**src/rtl/prog_loader_pkg.sv**
```systemverilog
// -----------------------------------------------------------------------------
// prog_loader_pkg
// Shared definitions for the program loader: sequencer state encoding, the
// full-word write strobe, the default run-cycle limit and the mapping from
// sequencer state to the registered control outputs.
// -----------------------------------------------------------------------------
package prog_loader_pkg;

  typedef enum logic [2:0] {
    ST_IDLE = 3'd0,
    ST_LOAD = 3'd1,
    ST_HOLD = 3'd2,
    ST_RUN  = 3'd3,
    ST_DONE = 3'd4
  } state_t;

  localparam logic [3:0]  WEN_FULL        = 4'hF;
  localparam int unsigned RUN_TIMEOUT_DEF = 32'd1000000;

  // Control outputs that depend only on the state being entered.
  typedef struct packed {
    logic busy;
    logic done;
    logic s_ready;
    logic core_resetn;
    logic core_clk_en;
  } ctrl_t;

  // The core sees reset asserted everywhere except RUN and DONE; its clock only
  // runs in HOLD (so reset is clocked into it) and RUN.
  function automatic ctrl_t state_ctrl(input state_t st);
    ctrl_t c;
    c = 5'b0;
    case (st)
      ST_LOAD: begin
        c.busy    = 1'b1;
        c.s_ready = 1'b1;
      end
      ST_HOLD: begin
        c.busy        = 1'b1;
        c.core_clk_en = 1'b1;
      end
      ST_RUN: begin
        c.busy        = 1'b1;
        c.core_resetn = 1'b1;
        c.core_clk_en = 1'b1;
      end
      ST_DONE: begin
        c.done        = 1'b1;
        c.core_resetn = 1'b1;
      end
      default: c = 5'b0;
    endcase
    return c;
  endfunction

endpackage

```
**src/rtl/prog_loader_run_monitor.sv**
```systemverilog
// -----------------------------------------------------------------------------
// prog_loader_run_monitor
// Counts cycles spent in RUN and decode-trigger pulses, and detects the end of
// a run (trap or cycle limit).
// Ports:
//   clk, resetn       clock, asynchronous active-low reset
//   clear             zero counters and timeout flag (new run being started)
//   en                sequencer is in RUN this cycle (and not aborting)
//   trap, dec_trigger core status inputs
//   run_cycles        cycles counted in RUN
//   trigger_count     dec_trigger pulses in RUN, saturating
//   timeout           last run ended on the cycle limit
//   run_end           combinational: this RUN cycle is the last one
// -----------------------------------------------------------------------------
module prog_loader_run_monitor
  import prog_loader_pkg::*;
#(
  parameter int unsigned RUN_TIMEOUT = RUN_TIMEOUT_DEF
) (
  input  logic        clk,
  input  logic        resetn,
  input  logic        clear,
  input  logic        en,
  input  logic        trap,
  input  logic        dec_trigger,
  output logic [31:0] run_cycles,
  output logic [15:0] trigger_count,
  output logic        timeout,
  output logic        run_end
);

  logic limit_s;

  // This cycle brings run_cycles up to the limit.
  assign limit_s = ((run_cycles + 32'd1) == 32'(RUN_TIMEOUT));
  assign run_end = en && (trap || limit_s);

  // Run counters; trap on the limiting cycle wins over the timeout flag.
  always_ff @(posedge clk or negedge resetn) begin
    if (!resetn) begin
      run_cycles    <= 32'd0;
      trigger_count <= 16'd0;
      timeout       <= 1'b0;
    end else if (clear) begin
      run_cycles    <= 32'd0;
      trigger_count <= 16'd0;
      timeout       <= 1'b0;
    end else if (en) begin
      run_cycles <= run_cycles + 32'd1;
      if (dec_trigger && (trigger_count != 16'hFFFF)) begin
        trigger_count <= trigger_count + 16'd1;
      end
      if (limit_s && !trap) begin
        timeout <= 1'b1;
      end
    end
  end

endmodule

```
**src/rtl/prog_loader.sv**
```systemverilog
// -----------------------------------------------------------------------------
// prog_loader
// Host-side sequencer: streams instruction words into code memory from word 0,
// holds the core in reset for RESET_HOLD cycles, then runs it until trap or
// RUN_TIMEOUT cycles, reporting run length and decode-trigger count.
// Ports:
//   clk, resetn                    clock, asynchronous active-low reset
//   start, abort, load_len         control pulses and load length (0 = rerun)
//   s_valid, s_data, s_ready       host word stream
//   inst_mem_en/wen/addr/data      code-memory write port (registered)
//   core_resetn, core_clk_en       core control (registered)
//   trap, dec_trigger              core status
//   busy, done, timeout            sequencer status
//   run_cycles, trigger_count      run statistics
// -----------------------------------------------------------------------------
module prog_loader
  import prog_loader_pkg::*;
#(
  parameter int          ADDR_W      = 13,
  parameter int          RESET_HOLD  = 4,
  parameter int unsigned RUN_TIMEOUT = RUN_TIMEOUT_DEF
) (
  input  logic              clk,
  input  logic              resetn,
  input  logic              start,
  input  logic              abort,
  input  logic [ADDR_W:0]   load_len,
  input  logic              s_valid,
  input  logic [31:0]       s_data,
  output logic              s_ready,
  output logic              inst_mem_en,
  output logic [3:0]        inst_mem_wen,
  output logic [ADDR_W-1:0] inst_mem_addr,
  output logic [31:0]       inst_mem_data,
  output logic              core_resetn,
  output logic              core_clk_en,
  input  logic              trap,
  input  logic              dec_trigger,
  output logic              busy,
  output logic              done,
  output logic              timeout,
  output logic [31:0]       run_cycles,
  output logic [15:0]       trigger_count
);

  localparam logic [ADDR_W:0] DEPTH    = {1'b1, {ADDR_W{1'b0}}};
  localparam logic [ADDR_W:0] LEN_ONE  = {{ADDR_W{1'b0}}, 1'b1};
  localparam int              HOLD_W   = $clog2(RESET_HOLD + 1);
  localparam logic [HOLD_W-1:0] HOLD_LAST = HOLD_W'(RESET_HOLD - 1);
  localparam logic [HOLD_W-1:0] HOLD_ONE  = HOLD_W'(1);

  state_t            state_r;
  state_t            state_nxt_s;
  ctrl_t             ctrl_r;
  logic [ADDR_W:0]   len_r;
  logic [ADDR_W:0]   cnt_r;      // words accepted so far; low bits are the next address
  logic [HOLD_W-1:0] hold_cnt_r;
  logic              accept_s;
  logic              last_word_s;
  logic              start_ok_s;
  logic              run_en_s;
  logic              run_end_s;

  // An abort in the handshake cycle cancels the write.
  assign accept_s    = s_valid && ctrl_r.s_ready && !abort;
  assign last_word_s = (cnt_r == (len_r - LEN_ONE));
  assign start_ok_s  = start && !abort && ((state_r == ST_IDLE) || (state_r == ST_DONE));
  assign run_en_s    = (state_r == ST_RUN) && !abort;

  assign s_ready     = ctrl_r.s_ready;
  assign busy        = ctrl_r.busy;
  assign done        = ctrl_r.done;
  assign core_resetn = ctrl_r.core_resetn;
  assign core_clk_en = ctrl_r.core_clk_en;

  // Next-state selection; abort overrides everything.
  always_comb begin
    state_nxt_s = state_r;
    if (abort) begin
      state_nxt_s = ST_IDLE;
    end else begin
      case (state_r)
        ST_IDLE, ST_DONE: begin
          if (start) begin
            if (load_len != {(ADDR_W+1){1'b0}}) begin
              state_nxt_s = ST_LOAD;
            end else begin
              state_nxt_s = ST_HOLD;
            end
          end else begin
            state_nxt_s = state_r;
          end
        end
        ST_LOAD: begin
          if (accept_s && last_word_s) begin
            state_nxt_s = ST_HOLD;
          end else begin
            state_nxt_s = ST_LOAD;
          end
        end
        ST_HOLD: begin
          if (hold_cnt_r == HOLD_LAST) begin
            state_nxt_s = ST_RUN;
          end else begin
            state_nxt_s = ST_HOLD;
          end
        end
        ST_RUN: begin
          if (run_end_s) begin
            state_nxt_s = ST_DONE;
          end else begin
            state_nxt_s = ST_RUN;
          end
        end
        default: state_nxt_s = ST_IDLE;
      endcase
    end
  end

  // Sequencer state, control outputs and code-memory write port.
  always_ff @(posedge clk or negedge resetn) begin
    if (!resetn) begin
      state_r       <= ST_IDLE;
      ctrl_r        <= state_ctrl(ST_IDLE);
      len_r         <= {(ADDR_W+1){1'b0}};
      cnt_r         <= {(ADDR_W+1){1'b0}};
      hold_cnt_r    <= {HOLD_W{1'b0}};
      inst_mem_en   <= 1'b0;
      inst_mem_wen  <= 4'h0;
      inst_mem_addr <= {ADDR_W{1'b0}};
      inst_mem_data <= 32'd0;
    end else begin
      state_r <= state_nxt_s;
      ctrl_r  <= state_ctrl(state_nxt_s);

      if (start_ok_s) begin
        // Lengths beyond the memory depth are clamped so the address never wraps.
        len_r <= (load_len > DEPTH) ? DEPTH : load_len;
        cnt_r <= {(ADDR_W+1){1'b0}};
      end else if (accept_s) begin
        cnt_r <= cnt_r + LEN_ONE;
      end else begin
        cnt_r <= cnt_r;
      end

      if ((state_r == ST_HOLD) && !abort) begin
        hold_cnt_r <= hold_cnt_r + HOLD_ONE;
      end else begin
        hold_cnt_r <= {HOLD_W{1'b0}};
      end

      inst_mem_en  <= accept_s;
      inst_mem_wen <= accept_s ? WEN_FULL : 4'h0;
      if (accept_s) begin
        inst_mem_addr <= cnt_r[ADDR_W-1:0];
        inst_mem_data <= s_data;
      end
    end
  end

  prog_loader_run_monitor #(
    .RUN_TIMEOUT (RUN_TIMEOUT)
  ) u_run_monitor (
    .clk           (clk),
    .resetn        (resetn),
    .clear         (start_ok_s),
    .en            (run_en_s),
    .trap          (trap),
    .dec_trigger   (dec_trigger),
    .run_cycles    (run_cycles),
    .trigger_count (trigger_count),
    .timeout       (timeout),
    .run_end       (run_end_s)
  );

endmodule

```
**config.mk**
```make
export PLATFORM = sky130hd
export DESIGN_NAME = prog_loader
export DESIGN_NICKNAME = d
export VERILOG_FILES = /design/src/rtl/prog_loader_pkg.sv /design/src/rtl/prog_loader_run_monitor.sv /design/src/rtl/prog_loader.sv
export SDC_FILE = /design/constraint.sdc
export NUM_CORES = 1
export LEC_CHECK = 0
export ABC_AREA = 1
export CORE_UTILIZATION = 55
export CTS_CLUSTER_DIAMETER = 80
export DETAILED_ROUTE_END_ITERATION = 6
export PLACE_DENSITY = 0.92
export SYNTH_ARGS = -nofsm -noshare
export SYNTH_HDL_FRONTEND = slang
export SYNTH_SLANG_ARGS = --single-unit
```
**constraint.sdc**
```tcl
create_clock -name clk -period 4.1 [get_ports clk]
set_input_delay 0.82 -clock clk [delete_from_list [all_inputs] [get_ports clk]]
set_output_delay 0.82 -clock clk [all_outputs]
set_load 0.02 [all_outputs]
```
Word level (Yosys, flattened, before mapping):

Index checks and enable logic that the tools add are counted.

* flip-flop bits (word level): 138
* input bits: 53
* logic and storage cells: 85

* add/sub/neg operators: 5
* order comparisons: 1
* equality and inequality tests: 12
* muxes and demuxes: 25
* reduce and logical (&&, ||, !) cells: 26

Operators with widths (count)
* 32-bit two-way mux: 2
* 16-bit two-way mux: 3
* 14-bit two-way mux: 3
* 32-bit by 1-bit adder with 32-bit output, second input constant: 1
* 32-bit by 20-bit equality test with 1-bit output, second input constant: 1
* 16-bit by 1-bit adder with 16-bit output, second input constant: 1
* 16-bit != test, second input constant: 1
* 3-bit by 2-bit equality test with 1-bit output, second input constant: 5
* 14-bit by 1-bit adder with 14-bit output, second input constant: 1
* 14-bit equality test: 1
* 14-bit greater-than comparator, second input constant: 1
* 14-bit nonzero test: 1
* 14-bit by 1-bit subtractor with 14-bit output, second input constant: 1
* 3-bit two-way mux: 4
* 3-bit case mux with 4 select lines: 1
* 1-bit logical AND: 10
* 1-bit two-way mux: 9
* 2-bit nonzero test: 4
* 3-bit by 1-bit equality test with 1-bit output, second input constant: 2
* 3-bit equality test, second input constant: 2
* 2-bit OR reduction: 3
* 2-bit two-way mux: 2
* 4-bit two-way mux: 1
* 2-bit AND reduction: 2
* other kinds (5): 7

Depth between registers and ports, before layout:

Gate-level depths: netlist of the first run.

* depth after elaboration: 10
* depth in mapped cells: 18

By module:

Synthesis of the first run repeated with hierarchy kept, for this count alone.

* cell total of the unflattened synthesis: 1004
* area, all modules: 7364.6 um^2

By module, submodules not included
* prog_loader: times used 1, cells an instance 531, area an instance 4112.7 um^2, seq. area each 2127.0 um^2
* prog_loader_run_monitor: times used 1, cells an instance 473, area an instance 3251.9 um^2, seq. area each 1226.2 um^2

Worst setup path before layout of the first run:

Ideal clock, no wire load.

* path kind: input to register
* start point: input abort
* end point: register cnt_r[13]
* data arrival time: 2.189 ns
* data required time: 4.023 ns
* setup slack: 1.833 ns
* stages: 15
* cells stage by stage: inv_2 > nand3_4 > nor2_2 > inv_1 > nor2_1 > nand2_1 > nor2_2 > nand2_2 > nor2_4 > inv_2 > nor3_2 > nand2_1 > nor2_1 > o21ai_0 > a21oi_1

* word-level cells in the longest chain between the ends: 4
* elaborated cells between the ends (all ways): 6
* those cells by class: 1 x mux; 5 x reduce/logical

RTL lines
* start: declaration: line prog_loader.sv:26 `input logic abort,`
* 1-bit zero test (*): line prog_loader.sv:65, prog_loader.sv:67
* 1-bit logical AND (2 in a row): line prog_loader.sv:67 `assign start_ok_s = start && !abort && ((state_r == ST_IDLE) || (state_r == ST_DONE));`
* 14-bit two-way mux / 2-bit nonzero test (equally long branches)
* end signal: assignment: line prog_loader.sv:139 `cnt_r <= {(ADDR_W+1){1'b0}};`
* end signal: assignment: line prog_loader.sv:141 `cnt_r <= cnt_r + LEN_ONE;`
* end signal: assignment: line prog_loader.sv:143 `cnt_r <= cnt_r;`
* end: declaration: line prog_loader.sv:56 `logic [ADDR_W:0] cnt_r;`

Every way passes the cells marked *; elsewhere a longest branch is shown, timed or not.
A chain may end at the register's enable or synchronous reset.

Worst setup path in the final report of the first run:

Ends and elaborated chain as after synthesis.

==> results of run 1 <==
[placed cells by master (no fill, tap or decap), types with 2 or more instances in the layout]
cell type                         Yosys  layout
sky130_fd_sc_hd__ha_1                 7       7
sky130_fd_sc_hd__dfrtp_1            134     134
sky130_fd_sc_hd__xor2_1              11      11
sky130_fd_sc_hd__a21oi_1             22      22
sky130_fd_sc_hd__nand2_4              3       3
sky130_fd_sc_hd__nor3_1              17      17
sky130_fd_sc_hd__clkinv_2             0       4
sky130_fd_sc_hd__nand3_1             49      49
sky130_fd_sc_hd__clkbuf_1            20       7
sky130_fd_sc_hd__buf_4                5       7
sky130_fd_sc_hd__nor2_1              94      94
sky130_fd_sc_hd__nor4_1               3       3
sky130_fd_sc_hd__nand2_1            340     340
sky130_fd_sc_hd__inv_2                6       6
sky130_fd_sc_hd__a211oi_1             3       3
sky130_fd_sc_hd__clkbuf_16            0      17
sky130_fd_sc_hd__o21ai_0             72      72
sky130_fd_sc_hd__nand2_2             10      10
sky130_fd_sc_hd__xnor2_1              9       9
sky130_fd_sc_hd__nand4_1              9       9
sky130_fd_sc_hd__nand3_4              2       2
sky130_fd_sc_hd__nand3_2              3       3
sky130_fd_sc_hd__clkdlybuf4s50_1      0     155
sky130_fd_sc_hd__o22ai_1              8       8
sky130_fd_sc_hd__nor2_4              11      11
sky130_fd_sc_hd__nor2_2               6       6
sky130_fd_sc_hd__o31ai_1              2       2
sky130_fd_sc_hd__inv_1              108     108
[final cells by class]
| cell class | instances | area [sq um] | area share (%) |
|---|---|---|---|
| Clock inverter | 5 | 27.53 | 0.2936 |
| Sequential cell | 134 | 3353 | 35.77 |
| Tap cell | 172 | 215.2 | 2.295 |
| Inverter | 114 | 427.9 | 4.564 |
| Timing Repair Buffer | 163 | 1615 | 17.23 |
| Clock buffer | 25 | 465.4 | 4.965 |
| Multi-Input combinational cell | 692 | 3271 | 34.89 |
[worst paths after layout]
kind	slack (ps)	end	cells past startpoint
worst max-delay path	1240	cnt_r[13]	16
worst min-delay path	420	u_run_monitor.run_cycles[12]	1
worst max register to register	1460	busy	18
worst min register to register	460	hold_cnt_r[0]	1
max in group asynchronous	2790	inst_mem_addr[6]	2
min in group clk	460	hold_cnt_r[0]	1
[power breakdown]
group          switching, mW  leakage [nW]  internal (mW)  total (mW)
logic                  0.436          2.21          0.347       0.783
registers             0.0952          1.80           1.45        1.55
clock network          0.541         0.241          0.775        1.32
[state kept, by name, indices dropped and copies added (netlist names)]
name / cells
busy: 1
cnt_r: 14
core_clk_en: 1
core_resetn: 1
done: 1
hold_cnt_r: 3
inst_mem_addr: 13
inst_mem_data: 32
inst_mem_wen: 1
len_r: 14
s_ready: 1
state_r: 3
u_run_monitor.run_cycles: 32
u_run_monitor.timeout: 1
u_run_monitor.trigger_count: 16
[routing by layer]
metal | wire (um) | track usage [%] | vias up | share of wire (%)
li1 | - | - | 3357 | -
met1 | 7690 | 37.31 | 3218 | 40
met2 | 9773 | 52.58 | 246 | 51
met3 | 1034 | 5.916 | 63 | 5.4
met4 | 711 | 15.64 | 0 | 3.7
met5 | 0 | 0 | - | 0
[kinds of logic (layout without fill, tap and decap cells)]
family,Yosys count,count (layout),synth area share (%)
AND/OR/NAND/NOR,551,551,33.32
flip-flops,134,134,46.75
buffers and inverters,141,307,7.657
AO/OA/AOI/OAI,114,114,8.617
XOR/XNOR,20,20,2.442
adder cells (fa/ha/maj),7,7,1.221
[critical path: stages]
cell and delay [ps]:
sky130_fd_sc_hd__clkdlybuf4s50_1 490, sky130_fd_sc_hd__inv_2 200, sky130_fd_sc_hd__nand3_4 200, sky130_fd_sc_hd__nor2_2 140
sky130_fd_sc_hd__inv_1 70, sky130_fd_sc_hd__nor2_1 120, sky130_fd_sc_hd__nand2_1 100, sky130_fd_sc_hd__nor2_2 130
sky130_fd_sc_hd__nand2_2 90, sky130_fd_sc_hd__nor2_4 120, sky130_fd_sc_hd__inv_2 60, sky130_fd_sc_hd__nor3_2 180
sky130_fd_sc_hd__nand2_1 80, sky130_fd_sc_hd__nor2_1 150, sky130_fd_sc_hd__o21ai_0 100, sky130_fd_sc_hd__a21oi_1 160
==> flow_summary.yaml, run 1 <==
status:
  status: "completed"
global_route:
  grt_antenna_before_repair: 0
  grt_max_degree: 76
  grt_util_all_layers_pct: 30.78
  number_of_global_route_vias_before_repair: 6691
  grt_remaining_overflow: 0
  grt_pass1_wl_um: 31750
finish:
  postLayoutCoreUtil_pct: 73.99
  diodes: 0
  fillCellCount: 919
  stdcell_area_sq_um: 9375
  area_growth_pct: 30.70
  final_nets: 1182
  layout-drive-gt1-share_pct: 6.620
  fin_cells: 1305
yosys:
  netlist_area_sq_um: 7173
  postSynth.topFlopCell: "sky130_fd_sc_hd__dfrtp_1"
  synthesis.nets: 1027
  netlist.area_leader.share_pct: 46.75
  ys_seq_area_share_pct: 46.75
  netlist-cell-type-count: 38
  synth_edf_count: 0
  post_synthesis_instance_total: 967
  synth_commonest_cells: "340 x sky130_fd_sc_hd__nand2_1, 134 x sky130_fd_sc_hd__dfrtp_1, 108 x sky130_fd_sc_hd__inv_1"
  most_repeated_cell_in_the_gate_level_netlist_after_synthesis: "sky130_fd_sc_hd__nand2_1"
  synth_async_sr_flop_share_pct: 100.0
  netlist_top_cells_area: "sky130_fd_sc_hd__dfrtp_1 47%, sky130_fd_sc_hd__nand2_1 18%, sky130_fd_sc_hd__inv_1 5.7%"
  synth.largest_area_cell: "sky130_fd_sc_hd__dfrtp_1"
  ys.warnings.count: 0
  mean_post_synth_cell_area_sq_um: 7.418
  number_of_storage_elements_in_the_synthesis_netlist: 134
setup_path:
  timing.setup.critical_path_class: "in2reg"
  cp-start-kind: "primary input"
  cp.required_ps: 4450
  cp_max_fo: 15
  cp-end-kind: "register"
  critical_path.reg2reg.startpoint: "u_run_monitor.run_cycles[0]"
  timing.critical_path.arrival_ps: 3210
  worst_setup_path_startpoint: "abort"
route:
  route.final.wire_length_um: 19210
  routed_wirelength_normalized_by_instance_count_um: 14.72
  detail_route.first_pass.iterations: 5
  final_antenna_net_count: 0
  drc: 0
  detail_route.vias_per_cell: 5.275
  num_vias: 6884
  detailedRoute.firstIterationViolations: 489
power:
  power.ir.vdd_worst_mv: 0.2830
  power.total_mw: 3.647
  power_leakage_nw: 4.254
  power_density_nw_per_um2: 389.0
timing:
  fin_setup_tns_ps: 0
  hold_slack_ps: 416.0
  max_slew_margin_pct: 54.14
  fin_crit_ps: 2864
  setup_repair_after_global_routing_missed_its_margin: "false"
  layout_setup_ws_ps: 1236
  skew_ps: 9.798
  transition_time_at_the_pin_with_the_least_slew_margin_ps: 687.8
  finalSetupViolations: 0
  final_hold_viol_count: 0
  final_max_slew_viol_count: 0
  finalCritPeriodShare_pct: 69.86
  max_freq_mhz: 349.1
die:
  floorplan.core_area_sq_um: 12670
  row_cnt: 41
  die_area_sq_um: 13500
  chipWidth_um: 116.2
  die_ht_um: 116.2
  num_io_pins: 157
  starting_density_pct: 56.61
clock_tree:
  clockBufferDepth: 2
  cts_resized: 0
  post_cts_hold_buffer_count: 0
  tritoncts: "yes"
  cts_setup_buffers: 0
  clk_transition_reported_paths_ps: 50
  clock_sinks: 134
  cts_max_level: 4
  clock_latency_ps: 430
  clk_root_buffer_cell: "sky130_fd_sc_hd__clkbuf_16"
  cts_inserted_buffers: 17
flow_run:
  max_cap_violations: 0
placement:
  placement_cell_area_sq_um: 8882
  detailedPlace.worstSlack_ps: 883.8
  io_buffer_count: 156
  dp_hpwl_um: 13600
  globalplace.congestion: 0.9422
  dp_cells: 1275
min_path:
  worst_hold_path_type: "in2async"
No activity file was read; power rests on OpenSTA's default activity.
==> run 2, diff against run 1 <==
--- a/config.mk
+++ b/config.mk
@@ -6,10 +6,10 @@
 export NUM_CORES = 1
 export LEC_CHECK = 0
 export ABC_AREA = 1
-export CORE_UTILIZATION = 55
+export CORE_UTILIZATION = 46
 export CTS_CLUSTER_DIAMETER = 80
 export DETAILED_ROUTE_END_ITERATION = 6
-export PLACE_DENSITY = 0.92
+export PLACE_DENSITY = 0.83
 export SYNTH_ARGS = -nofsm -noshare
 export SYNTH_HDL_FRONTEND = slang
 export SYNTH_SLANG_ARGS = --single-unit
==> constraint.sdc (replaced) <==
create_clock -name clk -period 2.35 [get_ports clk]
set_input_delay 0.47 -clock clk [delete_from_list [all_inputs] [get_ports clk]]
set_output_delay 0.47 -clock clk [all_outputs]
set_load 0.02 [all_outputs]
==> flow_summary.yaml, run 2 (synthesis results as in run 1) <==
timing:
  layout_setup_ws_ps: -75.07
  setup_repair_after_global_routing_missed_its_margin: "true"
  final_hold_viol_count: 0
  max_slew_margin_pct: 62.26
  transition_time_at_the_pin_with_the_least_slew_margin_ps: 566.1
  final_max_slew_viol_count: 0
  skew_ps: 7.306
  hold_slack_ps: 13.76
  max_freq_mhz: 412.4
  finalCritPeriodShare_pct: 103.2
  fin_crit_ps: 2425
  finalSetupViolations: 8
power:
  combPwrFrac_pct: 21.1
  portion_of_total_power_attributed_to_the_clock_network_pct: 38.3
  net-switching-power_mw: 1.899
  power_leakage_nw: 4.537
  power.ir.vdd_worst_mv: 0.5076
  power.total_mw: 6.631
  power_density_nw_per_um2: 665.8
  power_switching_share_pct: 28.63
  intPower_mw: 4.732
  reg_power_share_pct: 40.6
placement:
  detailedPlace.worstSlack_ps: -95.73
  placement_cell_area_sq_um: 9205
  io_buffer_count: 156
  dp_hpwl_um: 13870
  globalplace.congestion: 0.9159
global_route:
  grt_remaining_overflow: 0
  grt_max_degree: 59
  grt_antenna_before_repair: 0
  grt_util_all_layers_pct: 24.77
  grt_pass1_wl_um: 31540
  number_of_global_route_vias_before_repair: 6732
setup_path:
  worst_setup_path_startpoint: "u_run_monitor.run_cycles[0]"
  crit_chain: "buf_6 > nand2_2 > nor2_4 > buf_4 > nand3_1 > nand2_1 > nand2_1 > nor2_1 > nand2_1 > nor3_2 > nand3_1 > nand2_1 > nand2_2 > nand2_2 > nand2_4 > nand2_4 > o21ai_2"
  critical_path.reg2reg.startpoint: "u_run_monitor.run_cycles[0]"
  cp-start-kind: "register"
  cp.required_ps: 2660
  timing.critical_path.depth: 17
  timing.critical_path.mode_cell: "sky130_fd_sc_hd__nand2_1"
  max_stage_delay_ps: 400
  rr_endpoint: "busy"
  setup.worst_path.end: "busy"
  r2r.worst_path.cells: 17
  cp-end-kind: "register"
  timing.setup.critical_path_class: "reg2reg"
  cp_top_family: "simple AND/OR/NAND/NOR gates"
  path_buf_inv: 2
  critPathSlowestCell: "sky130_fd_sc_hd__dfrtp_1"
  reg2reg_setup_slack_ps: -80
  timing.critical_path.arrival_ps: 2730
  cp_max_fo: 5
route:
  final_antenna_net_count: 0
  detail_route.first_pass.iterations: 5
  drc: 0
  routed_wirelength_normalized_by_instance_count_um: 14.24
  detailedRoute.firstIterationViolations: 378
  num_vias: 7019
  detail_route.vias_per_cell: 5.127
  route.final.wire_length_um: 19490
clock_tree:
  clockBufferDepth: 2
  cts_max_level: 4
  cts_inserted_buffers: 17
  clk_root_buffer_cell: "sky130_fd_sc_hd__clkbuf_16"
  tritoncts: "yes"
  post_cts_hold_buffer_count: 0
  clk_transition_reported_paths_ps: 60
  clock_sinks: 134
  clock_latency_ps: 420
finish:
  diodes: 0
  stdcell_area_sq_um: 9960
  area_growth_pct: 38.85
  layout-drive-gt1-share_pct: 12.62
  largest_registers: "inst_mem_data x32, u_run_monitor.run_cycles x32, u_run_monitor.trigger_count x16"
  layout_common_cells: "337 x sky130_fd_sc_hd__nand2_1, 155 x sky130_fd_sc_hd__clkdlybuf4s50_1, 129 x sky130_fd_sc_hd__dfrtp_1"
  fillCellCount: 1260
  final_nets: 1228
  mostFrequentLayoutCell: "sky130_fd_sc_hd__nand2_1"
status:
  status: "complete, but fails checks"
  failed_checks: "negative setup slack"
die:
  row_cnt: 45
  num_io_pins: 157
  die_area_sq_um: 16100
  starting_density_pct: 47.19
  chipWidth_um: 126.9
  floorplan.core_area_sq_um: 15200
  die_ht_um: 126.9
min_path:
  worst_hold_path_type: "in2async"
flow_run:
  max_cap_violations: 0
[run 2: cell types whose count changed in the layout (fill, tap and decap cells not counted), sizes merged]
cell	previous run	this run
buf	8	54
clkinvlp	1	4
clkinv	4	2
bufinv	0	1
[run 2: how the worst min path moves through the flow]
stage	start	end	slack, ps
after global placement	hold_cnt_r[0]	hold_cnt_r[0]	430
after global routing	resetn	u_run_monitor.run_cycles[21]	70
after CTS	resetn	u_run_monitor.run_cycles[21]	40
after floorplan	resetn	busy	170
final	resetn	u_run_monitor.run_cycles[21]	10
after detailed placement	hold_cnt_r[0]	hold_cnt_r[0]	440
[run 2: cell type report]
type | instances | area [sq um] | area share [%]
Clock buffer | 25 | 495.5 | 4.975
Clock inverter | 7 | 70.07 | 0.7035
Inverter | 114 | 427.9 | 4.296
Multi-Input combinational cell | 692 | 3366 | 33.79
Sequential cell | 134 | 3359 | 33.73
Tap cell | 188 | 235.2 | 2.362
Timing Repair Buffer | 209 | 2006 | 20.14
[run 2: power groups by stage]
stage | logic, mW | registers, mW | clock network [mW]
2_1_floorplan | 0.489 | 2.93 | 0
3_3_place_gp | 1.37 | 2.72 | 0
3_5_place_dp | 1.39 | 2.72 | 0
4_1_cts | 1.40 | 2.69 | 2.58
5_1_grt | 1.53 | 2.72 | 2.69
6_report | 1.40 | 2.69 | 2.54
[run 2: metrics by stage]
stage               TNS, ps  utilization (%)  cells
floorplan                 0                -    967
global placement     -36.48            60.55   1328
detailed placement   -510.9            60.55   1328
CTS                       0            64.30   1360
global route          -1070            65.51   1369
finish               -377.2            65.51   1369
[run 2: per-layer routing]
| metal | GRT usage (%) | part of all wire [%] | up-vias |
|---|---|---|---|
| li1 | - | - | 3457 |
| met4 | 10.92 | 3.0 | 0 |
| met2 | 42.28 | 50 | 217 |
| met1 | 30.93 | 43 | 3299 |
| met5 | 0 | 0 | - |
| met3 | 4.175 | 4.3 | 46 |
[run 2: worst reg2reg max path: cells and delay by family, from the launching register on]
kind / cells / cell delay [ps]
buffers and inverters: 2 / 290
AO/OA/AOI/OAI: 1 / 50
flip-flops: 1 / 400
AND/OR/NAND/NOR: 14 / 1570
[run 2: timing repair]
action,4_1_cts,5_1_grt
setup buffers,0,9
pin swaps,0,21
endpoints found under the setup margin,1,9
resized for setup,1,33
